**config.mk**
```make
export PLATFORM = sky130hd
export DESIGN_NAME = hazard_ctrl_flat
export DESIGN_NICKNAME = d
export VERILOG_FILES = /design/src/rtl/hazard_ctrl_if.sv /design/src/rtl/hazard_ctrl.sv /design/src/flat_wrapper.sv
export SDC_FILE = /design/constraint.sdc
export NUM_CORES = 1
export LEC_CHECK = 0
export CORE_ASPECT_RATIO = 1.5
export CORE_MARGIN = 4
export CORE_UTILIZATION = 28
export DETAILED_ROUTE_END_ITERATION = 10
export PLACE_DENSITY_LB_ADDON = 0.1
export SYNTH_ARGS = -nofsm -noshare
export SYNTH_HDL_FRONTEND = slang
export SYNTH_SLANG_ARGS = --single-unit
```
**constraint.sdc**
```tcl
create_clock -name clk -period 2.05 [get_ports clk]
set_input_delay 0.3075 -clock clk [delete_from_list [all_inputs] [get_ports clk]]
set_output_delay 0.3075 -clock clk [all_outputs]
set_load 0.05 [all_outputs]
```
**src/rtl/hazard_ctrl_if.sv**
```systemverilog
// Hazard-controller bundle: ID/EXE hazard inputs and the PC/IF/ID/ID/EXE controls.
// master = pipeline side, slave = hazard_ctrl.
interface hazard_ctrl_if #(
  parameter int unsigned REG_W = 5,
  parameter int unsigned CNT_W = 32
);
  logic [REG_W-1:0] ID_rs;
  logic [REG_W-1:0] ID_rt;
  logic             ID_useRs;
  logic             ID_useRt;
  logic             ID_isBranch;
  logic             ID_branchTaken;
  logic             EXE_memRead;
  logic             EXE_regWrite;
  logic [REG_W-1:0] EXE_dst;
  logic             pcWrite;
  logic             IFID_write;
  logic             IFID_flush;
  logic             IDEXE_bubble;
  logic [CNT_W-1:0] stallCount;
  logic [CNT_W-1:0] flushCount;

  modport master (
    output ID_rs, ID_rt, ID_useRs, ID_useRt, ID_isBranch, ID_branchTaken,
           EXE_memRead, EXE_regWrite, EXE_dst,
    input  pcWrite, IFID_write, IFID_flush, IDEXE_bubble, stallCount, flushCount
  );

  modport slave (
    input  ID_rs, ID_rt, ID_useRs, ID_useRt, ID_isBranch, ID_branchTaken,
           EXE_memRead, EXE_regWrite, EXE_dst,
    output pcWrite, IFID_write, IFID_flush, IDEXE_bubble, stallCount, flushCount
  );
endinterface

```
**src/rtl/hazard_ctrl.sv**
```systemverilog
// ID-stage hazard controller: load-use / branch-on-ALU / branch-on-load stalls and branch flush.
// Optional saturating stall/flush event counters when HAZARD_PERF_CNT_EN is defined.
module hazard_ctrl #(
  parameter int unsigned REG_W = 5,
  parameter int unsigned CNT_W = 32
) (
  input  logic        clk,
  input  logic        rst,
  hazard_ctrl_if.slave hz
);

  typedef enum logic {RUN = 1'b0, HOLD = 1'b1} state_t;

  state_t state;
  logic   match_s, match_t, dep;
  logic   load_use, br_alu, br_load;
  logic   stall, flush;

  always_comb begin
    match_s  = hz.ID_useRs & (hz.ID_rs == hz.EXE_dst) & (hz.EXE_dst != REG_W'(0));
    match_t  = hz.ID_useRt & (hz.ID_rt == hz.EXE_dst) & (hz.EXE_dst != REG_W'(0));
    dep      = match_s | match_t;
    load_use = hz.EXE_memRead & dep;
    br_alu   = hz.ID_isBranch & hz.EXE_regWrite & ~hz.EXE_memRead & dep;
    br_load  = hz.ID_isBranch & hz.EXE_memRead & dep;
    // Outputs are gated by reset so they read idle while rst is low, whatever the inputs.
    stall    = rst & ((state == HOLD) | load_use | br_alu | br_load);
    flush    = rst & ~stall & hz.ID_branchTaken;
  end

  always_ff @(posedge clk or negedge rst) begin
    if (!rst) begin
      state <= RUN;
    end else if (state == RUN && br_load) begin
      state <= HOLD;
    end else begin
      state <= RUN;
    end
  end

  assign hz.pcWrite      = ~stall;
  assign hz.IFID_write   = ~stall;
  assign hz.IDEXE_bubble = stall;
  assign hz.IFID_flush   = flush;

`ifdef HAZARD_PERF_CNT_EN
  logic [CNT_W-1:0] stall_cnt, flush_cnt;

  always_ff @(posedge clk or negedge rst) begin
    if (!rst) begin
      stall_cnt <= '0;
      flush_cnt <= '0;
    end else begin
      if (stall && stall_cnt != '1) stall_cnt <= stall_cnt + 1'b1;
      if (flush && flush_cnt != '1) flush_cnt <= flush_cnt + 1'b1;
    end
  end

  assign hz.stallCount = stall_cnt;
  assign hz.flushCount = flush_cnt;
`else
  logic [CNT_W-1:0] zero_cnt;
  assign zero_cnt      = '0;
  assign hz.stallCount = zero_cnt;
  assign hz.flushCount = zero_cnt;
`endif

endmodule

```
**src/flat_wrapper.sv**
```systemverilog
// flat-port wrapper written by rule: the top's interface ports become plain ports
module hazard_ctrl_flat 
#(
  parameter int unsigned REG_W = 5,
  parameter int unsigned CNT_W = 32
)
  (clk, rst, hz_ID_rs, hz_ID_rt, hz_ID_useRs, hz_ID_useRt, hz_ID_isBranch, hz_ID_branchTaken, hz_EXE_memRead, hz_EXE_regWrite, hz_EXE_dst, hz_pcWrite, hz_IFID_write, hz_IFID_flush, hz_IDEXE_bubble, hz_stallCount, hz_flushCount);
  hazard_ctrl_if #(.REG_W(REG_W), .CNT_W(CNT_W)) hz_i ();
  input  logic clk;
  input  logic rst;
  input wire logic [$bits(hz_i.ID_rs)-1:0] hz_ID_rs;
  input wire logic [$bits(hz_i.ID_rt)-1:0] hz_ID_rt;
  input wire logic [$bits(hz_i.ID_useRs)-1:0] hz_ID_useRs;
  input wire logic [$bits(hz_i.ID_useRt)-1:0] hz_ID_useRt;
  input wire logic [$bits(hz_i.ID_isBranch)-1:0] hz_ID_isBranch;
  input wire logic [$bits(hz_i.ID_branchTaken)-1:0] hz_ID_branchTaken;
  input wire logic [$bits(hz_i.EXE_memRead)-1:0] hz_EXE_memRead;
  input wire logic [$bits(hz_i.EXE_regWrite)-1:0] hz_EXE_regWrite;
  input wire logic [$bits(hz_i.EXE_dst)-1:0] hz_EXE_dst;
  output wire logic [$bits(hz_i.pcWrite)-1:0] hz_pcWrite;
  output wire logic [$bits(hz_i.IFID_write)-1:0] hz_IFID_write;
  output wire logic [$bits(hz_i.IFID_flush)-1:0] hz_IFID_flush;
  output wire logic [$bits(hz_i.IDEXE_bubble)-1:0] hz_IDEXE_bubble;
  output wire logic [$bits(hz_i.stallCount)-1:0] hz_stallCount;
  output wire logic [$bits(hz_i.flushCount)-1:0] hz_flushCount;
  assign hz_i.ID_rs = hz_ID_rs;
  assign hz_i.ID_rt = hz_ID_rt;
  assign hz_i.ID_useRs = hz_ID_useRs;
  assign hz_i.ID_useRt = hz_ID_useRt;
  assign hz_i.ID_isBranch = hz_ID_isBranch;
  assign hz_i.ID_branchTaken = hz_ID_branchTaken;
  assign hz_i.EXE_memRead = hz_EXE_memRead;
  assign hz_i.EXE_regWrite = hz_EXE_regWrite;
  assign hz_i.EXE_dst = hz_EXE_dst;
  assign hz_pcWrite = hz_i.pcWrite;
  assign hz_IFID_write = hz_i.IFID_write;
  assign hz_IFID_flush = hz_i.IFID_flush;
  assign hz_IDEXE_bubble = hz_i.IDEXE_bubble;
  assign hz_stallCount = hz_i.stallCount;
  assign hz_flushCount = hz_i.flushCount;
  hazard_ctrl #(.REG_W(REG_W), .CNT_W(CNT_W)) u_core (.clk(clk), .rst(rst), .hz(hz_i));
endmodule
```
### Word level (Yosys, flattened, before mapping)

Index checks and enable logic that the tools add are counted.

| storage, ports and cells | value |
|---|---|
| register bits after elaboration | 1 |
| output and inout port bits | 68 |
| logic and storage cells | 26 |

| operators by class | value |
|---|---|
| equal/unequal tests | 2 |
| multiplexer cells | 1 |
| bitwise operators | 20 |
| reductions and logical operators | 2 |

Operator list:

| operator | number |
|---|---|
| $and A1 B1 Y1 | 13 |
| $eq A5 B5 Y1 | 2 |
| $reduce_bool A5 Y1 | 1 |
| $or A1 B1 Y1 | 4 |
| $not A1 Y1 | 3 |
| $logic_and A1 B1 Y1 | 1 |
| $mux W1 | 1 |

### Depth between registers and ports, before layout

Gate-level depths: netlist of the first run.

| depth | value |
|---|---|
| word-level depth | 12 |
| depth in mapped cells | 5 |
| mapped depth without buffers | 4 |

### Worst setup path after synthesis of the first run

Ideal clock, no wire load.

| path | value |
|---|---|
| kind | input to output |
| start point | in hz_EXE_dst[3] |
| end point | out hz_pcWrite |
| data arrival time | 2282 ps |
| required time | 1742 ps |
| setup slack | -539 ps |
| cell stages on the path | 5 |
| cell sequence | or4_1 -> nor2_2 -> inv_2 -> a32oi_1 -> buf_4 |

| on the way | value |
|---|---|
| word-level cells in the longest chain between the ends | 10 |

RTL lines:

| what | RTL line | RTL |
|---|---|---|
| start, declared | flat_wrapper.sv:19 | `input wire logic [$bits(hz_i.EXE_dst)-1:0] hz_EXE_dst;` |
| $eq A5 B5 Y1 (on tied branches) | hazard_ctrl.sv:20, hazard_ctrl.sv:21 |  |
| $and A1 B1 Y1 (on tied branches) (2 in a row) | hazard_ctrl.sv:20, hazard_ctrl.sv:21 |  |
| $or A1 B1 Y1 (*) | hazard_ctrl.sv:22 | `dep = match_s \| match_t;` |
| $and A1 B1 Y1 | hazard_ctrl.sv:23 | `load_use = hz.EXE_memRead & dep;` |
| $or A1 B1 Y1 (2 in a row) | hazard_ctrl.sv:27 | `stall = rst & ((state == HOLD) \| load_use \| br_alu \| br_load);` |
| $or A1 B1 Y1 (*) | hazard_ctrl.sv:27 |  |
| $and A1 B1 Y1 (*) | hazard_ctrl.sv:27 |  |
| $not A1 Y1 (*) | n/a |  |
| end, declared | flat_wrapper.sv:20 | `output wire logic [$bits(hz_i.pcWrite)-1:0] hz_pcWrite;` |

Every way passes the cells marked *; elsewhere a longest branch is shown, timed or not.

### Worst setup path in the final report of the first run

| path | value |
|---|---|
| start point | in hz_ID_rs[1] |
| end point | out hz_IDEXE_bubble |

| on the way | value |
|---|---|
| word-level cells in the longest chain between the ends | 9 |

RTL lines:

| what | RTL line | RTL |
|---|---|---|
| start, declared | flat_wrapper.sv:11 | `input wire logic [$bits(hz_i.ID_rs)-1:0] hz_ID_rs;` |
| $eq A5 B5 Y1 (*) | hazard_ctrl.sv:20 | `match_s = hz.ID_useRs & (hz.ID_rs == hz.EXE_dst) & (hz.EXE_dst != REG_W'(0));` |
| $and A1 B1 Y1 (*) (2 in a row) | hazard_ctrl.sv:20 |  |
| $or A1 B1 Y1 (*) | hazard_ctrl.sv:22 |  |
| $and A1 B1 Y1 | hazard_ctrl.sv:23 |  |
| $or A1 B1 Y1 (2 in a row) | hazard_ctrl.sv:27 |  |
| $or A1 B1 Y1 (*) | hazard_ctrl.sv:27 |  |
| $and A1 B1 Y1 (*) | hazard_ctrl.sv:27 |  |
| end, declared | flat_wrapper.sv:23 | `output wire logic [$bits(hz_i.IDEXE_bubble)-1:0] hz_IDEXE_bubble;` |

Marked as above.

==> impl_metrics.yaml, run 1 <==
route:
  vias: 485
  avgRoutedWirePerCell_um: 9.182
  drt-initial-drc-count: 3
  ant_nets: 0
  dr.pass1.iters: 4
  routed_wirelength_um: 1359
  via_per_inst: 3.277
  route.detailed.drc: 0
timing:
  setup_viol: 0
  fin_crit_ns: 1.994
  period_share: 0.9726
  finalHoldViolations: 0
  finalSetupTns_ns: 0
  skew_ns: 0
  max_freq_ghz: 0.5015
  setup_ws_ns: 0.05612
  slew_viol_final: 0
synth:
  synthCells: 95
  synth_area_leaders: "buf_4 68%, xnor2_1 12%, dfrtp_1 3.5%"
  netlist_area_um2: 715.7
  synth-edff-count: 0
  yosys.area.top_type_share: 0.6818
  ys_ff_latch: 1
  avgSynthCellArea_um2: 7.534
  synth_commonest_cells: "65 x buf_4, 10 x xnor2_1, 4 x nand2_1"
  yosysUniqueCellTypes: 17
  yosysWarnings: 0
  yosysSeqAreaShare: 0.03497
  synth_largest_area_cell: "buf_4"
  ys.flop_type: "dfrtp_1"
  async_flop_share: 1.000
  yosysMostFrequentCell: "buf_4"
placed_design:
  routabilityCongestion: 0.7122
  port_buffers: 26
  place_ws_ns: -0.2173
  dp_hpwl_um: 1316
finish:
  largest_reg_flops: 1
  nets: 149
  final_util: 0.3596
  top_register: "u_core.state"
  syn2layout_area_growth_pct: 23.08
  drive_gt1_frac: 0.1452
  antennaDiodeCount: 0
  top_regs: "u_core.state (1)"
power:
  power.density_nw_per_um2: 440.8
  vdd_drop_max_mv: 0.2387
  p_leak_nw: 0.4742
worst_setup_path:
  reg2reg_depth: 2
  arrival_ns: 1.69
  critPathMaxFanout: 4
  regToRegSetupSlack_ns: 1.19
  endpoint: "hz_IDEXE_bubble"
  critPathRequiredTime_ns: 1.74
  cp-start-kind: "input port"
  cp-startpoint: "hz_ID_rs[1]"
  reg2reg_to: "u_core.state"
  end_kind: "primary output"
  worst-setup-path-type: "in -> out"
  worstReg2RegStart: "u_core.state"
global_route:
  first_global_vias: 384
  grt_pass1_wl_um: 1676
  grt_max_degree: 6
  gr-total-overflow: 0
  grt_util_all_layers: 0.05721
  antenna_found_initial: 0
die:
  io_pins: 91
  row_count: 22
  initial_core_util: 0.2921
  die_w_um: 49.28
  die_area_um2: 3446
  core-area_um2: 2450
  die_h_um: 69.92
run_status:
  status: "complete, no violations"
clock_network:
  post-cts-setup-buffer-count: 0
  holdBufCountCts: 0
  clkLatencyLatePin_ns: 0
  clk_pin_slew_ns: 0
job:
  maxCapViolCount: 0
hold_path:
  min_path_type: "in -> async"
[cell families after synthesis]
family	Yosys count	share of synthesized area
compound gates	5	0.06469
xor+xnor	10	0.1224
buf+inv	66	0.6871
flops	1	0.03496
other cells	1	0.005240
simple gates	12	0.08568
[worst max-delay path: stages]
cell and delay [ns]:
clkdlybuf4s50_1 0.47, xnor2_1 0.11, nand4_1 0.10, o22ai_1 0.17, buf_4 0.18, a32o_2 0.20
buf_12 0.14
[layout make-up]
class / instances / area [um2]
Fill cell: 263 / 1569
Inverter: 1 / 3.754
Multi-Input combinational cell: 91 / 481.7
Sequential cell: 1 / 25.02
Tap cell: 24 / 30.03
Timing Repair Buffer: 31 / 340.3
[how the worst min path moves through the flow]
stage	end	slack, ns	startpoint
final	u_core.state	0.55	rst
after global placement	u_core.state	0.54	rst
after floorplan	u_core.state	0.01	rst
after detailed placement	u_core.state	0.55	rst
after global routing	u_core.state	0.56	rst
after CTS	u_core.state	0.55	rst
[what timing repair did]
item	4_1_cts	5_1_grt
resized for setup	9	5
pin swaps	6	4
hold endpoints to repair	0	0
setup endpoints to repair	4	4
[report_power, final]
| group | switching [mW] | internal, mW |
|---|---|---|
| Sequential | 0.000439 | 0.0203 |
| Clock | 0 | 0 |
| Combinational | 0.299 | 0.0683 |
| Total | 0.300 | 0.0886 |
[per-layer routing]
layer | routed length (um) | share of wire | up-vias | track usage
li1 | - | - | 229 | -
met1 | 385 | 0.28 | 204 | 0.05548
met2 | 752 | 0.55 | 52 | 0.1239
met3 | 222 | 0.16 | 0 | 0.01066
met4 | 0 | 0 | 0 | 0
met5 | 0 | 0 | - | 0
[per-stage QoR]
stage | area (um2) | instances | power, mW | hold WS, ns
3_5_place_dp | 858.3 | 148 | 0.3855 | 0.5502
4_1_cts | 864.6 | 148 | 0.3853 | 0.5497
2_1_floorplan | 982.2 | 158 | 0.4106 | 0.01191
3_3_place_gp | 858.3 | 148 | 0.3852 | 0.5416
5_1_grt | 880.8 | 148 | 0.4005 | 0.5626
6_report | 880.8 | 148 | 0.3882 | 0.5452
[placed cells by master, fill, tap and decap left out]
| cell | count |
|---|---|
| a211oi_4 | 1 |
| a21oi_2 | 1 |
| a32o_2 | 1 |
| a32oi_4 | 1 |
| and3_1 | 1 |
| buf_12 | 4 |
| buf_4 | 5 |
| clkdlybuf4s15_1 | 1 |
| clkdlybuf4s50_1 | 14 |
| conb_1 | 64 |
| dfrtp_1 | 1 |
| dlygate4sd2_1 | 4 |
| dlymetal6s2s_1 | 3 |
| inv_2 | 1 |
| nand2_1 | 4 |
| nand4_1 | 2 |
| nor2_1 | 1 |
| nor2_2 | 1 |
| nor2_4 | 1 |
| nor2b_1 | 1 |
| o22ai_1 | 1 |
| or4_4 | 1 |
| xnor2_1 | 9 |
| xnor2_2 | 1 |
Power figures use the tool's default switching activity.
==> inputs of run 2 (changes only) <==
--- a/config.mk
+++ b/config.mk
@@ -5,11 +5,13 @@
 export SDC_FILE = /design/constraint.sdc
 export NUM_CORES = 1
 export LEC_CHECK = 0
-export CORE_ASPECT_RATIO = 1.5
 export CORE_MARGIN = 4
-export CORE_UTILIZATION = 28
+export CORE_UTILIZATION = 45
 export DETAILED_ROUTE_END_ITERATION = 10
+export DONT_BUFFER_PORTS = 1
+export GPL_ROUTABILITY_DRIVEN = 1
 export PLACE_DENSITY_LB_ADDON = 0.1
+export SETUP_SLACK_MARGIN = 0.2
 export SYNTH_ARGS = -nofsm -noshare
 export SYNTH_HDL_FRONTEND = slang
 export SYNTH_SLANG_ARGS = --single-unit
==> run 2 against run 1 <==
Against the previous run: setup slack gained 0.21 ns; via count shrank 19%; global-route usage shrank 0.086 points; cell area shrank 35%; total power shrank 16%; die area shrank 33%; sequential cell count is the same; worst hold slack lost 0.53 ns; clock skew is the same; critical path type unchanged; first-iteration DRC count shrank 100%; wire length shrank 22%.
==> impl_metrics.yaml, run 2 (same netlist as run 1, synthesis figures left out) <==
global_route:
  grt.met3_usage: 0.01880
  grt_pass1_wl_um: 972
  gr-usage-met2: 0.1214
  grt_util_all_layers: 0.05635
  gr-total-overflow: 0
  grt.met1_usage: 0.05217
  first_global_vias: 262
  grt-busiest-layer: "met2"
  grt_max_degree: 6
  antenna_found_initial: 0
power:
  vdd_drop_max_mv: 0.2962
  p_clk_frac: 0
  total_power_mw: 0.3276
  combPwrFrac: 0.937
  intPower_mw: 0.04680
  p_sw_mw: 0.2808
  power_frac_seq: 0.063
  p_leak_nw: 0.3084
  power.density_nw_per_um2: 570.4
  swShare: 0.8572
finish:
  largest_reg_flops: 1
  final_cell_mix: "64 x conb_1, 10 x xnor2_1, 4 x nand2_1"
  nets: 122
  top_regs: "u_core.state (1)"
  drive_gt1_frac: 0.1031
  fin_cells: 113
  fill_cells: 166
  antennaDiodeCount: 0
  syn2layout_area_growth_pct: -19.76
  final_common_cell: "conb_1"
  top_register: "u_core.state"
placed_design:
  placedCellCount: 113
  dp_hpwl_um: 1058
  routabilityCongestion: 0.5889
  port_buffers: 0
timing:
  setup_viol: 0
  rsz0062_at_grt: "no"
  finalHoldViolations: 0
  slew_viol_final: 0
  max_freq_ghz: 0.5607
  skew_ns: 0
  fin_hold_ws_ns: 0.01192
  fin_crit_ns: 1.784
  finalSetupTns_ns: 0
  period_share: 0.8700
die:
  core-area_um2: 1506
  die_h_um: 47.88
  die_w_um: 47.88
  row_count: 14
  initial_core_util: 0.4751
  io_pins: 91
  die_area_um2: 2292
clock_network:
  holdBufCountCts: 0
  post-cts-setup-buffer-count: 0
  clk_pin_slew_ns: 0
  clkLatencyLatePin_ns: 0
  postCtsResizedCells: 0
route:
  ant_nets: 0
  route.detailed.drc: 0
  routed_wirelength_um: 1061
  avgRoutedWirePerCell_um: 9.389
  drt-initial-drc-count: 0
  via_per_inst: 3.469
  vias: 392
  dr.pass1.iters: 1
worst_setup_path:
  arrival_ns: 1.48
  worst-setup-path-type: "in -> out"
  critPathRequiredTime_ns: 1.74
  critPathMaxFanout: 3
  end_kind: "primary output"
  cp-start-kind: "input port"
hold_path:
  min_path_type: "in -> async"
run_status:
  status: "complete, no violations"
job:
  maxCapViolCount: 0
## run 2: changes by cell type in the layout (fill, tap and decap cells not counted), moves of 2 or more
cell,before,now
clkdlybuf4s50_1,14,0
dlygate4sd2_1,4,0
buf_4,5,2
dlymetal6s2s_1,3,0
buf_12,4,2
## run 2: area by class of cell
type,instances,area (um2),share of cell area
multi-input cells,91,470.5,0.8192
repair buffers,4,55.05,0.09586
flip-flops and latches,1,25.02,0.04357
well taps,16,20.02,0.03486
inverters,1,3.754,0.006536
## run 2: stage by stage
| stage | worst slack [ns] | cell area [um2] | utilization |
|---|---|---|---|
| finish | 0.2664 | 574.3 | 0.3812 |
| CTS | 0.2547 | 574.3 | 0.3812 |
| global route | 0.2256 | 574.3 | 0.3812 |
| detailed placement | 0.2557 | 574.3 | 0.3812 |
| global placement | 0.2450 | 574.3 | 0.3812 |
| floorplan | 0.03081 | 991.0 | - |
## run 2: per-layer routing
metal	vias to the layer above	routed length [um]
met3	0	258
met4	0	0
li1	176	-
met1	169	238
met2	47	563
met5	-	0
## run 2: critical path, stage by stage
cell and delay, ns:
or4_4 0.53, nor2_4 0.13, inv_2 0.06, a32oi_4 0.24
buf_12 0.20
## run 2: path summary, 6_finish.rpt
path	cells after the start	startpoint	slack, ns	to
worst max-delay path	5	hz_EXE_dst[3]	0.27	hz_pcWrite
worst min register to register	2	u_core.state	0.76	u_core.state
max in group asynchronous	0	rst	1.97	u_core.state
worst max register to register	2	u_core.state	1.20	u_core.state
min in group clk	3	hz_EXE_dst[2]	0.59	u_core.state
worst min-delay path	0	rst	0.01	u_core.state
## run 2: power by group through the flow
stage,Clock [mW],Sequential (mW),Combinational (mW)
floorplan,0,0.0207,0.391
global placement,0,0.0207,0.303
detailed placement,0,0.0207,0.304
CTS,0,0.0207,0.304
global route,0,0.0208,0.318
finish,0,0.0207,0.307
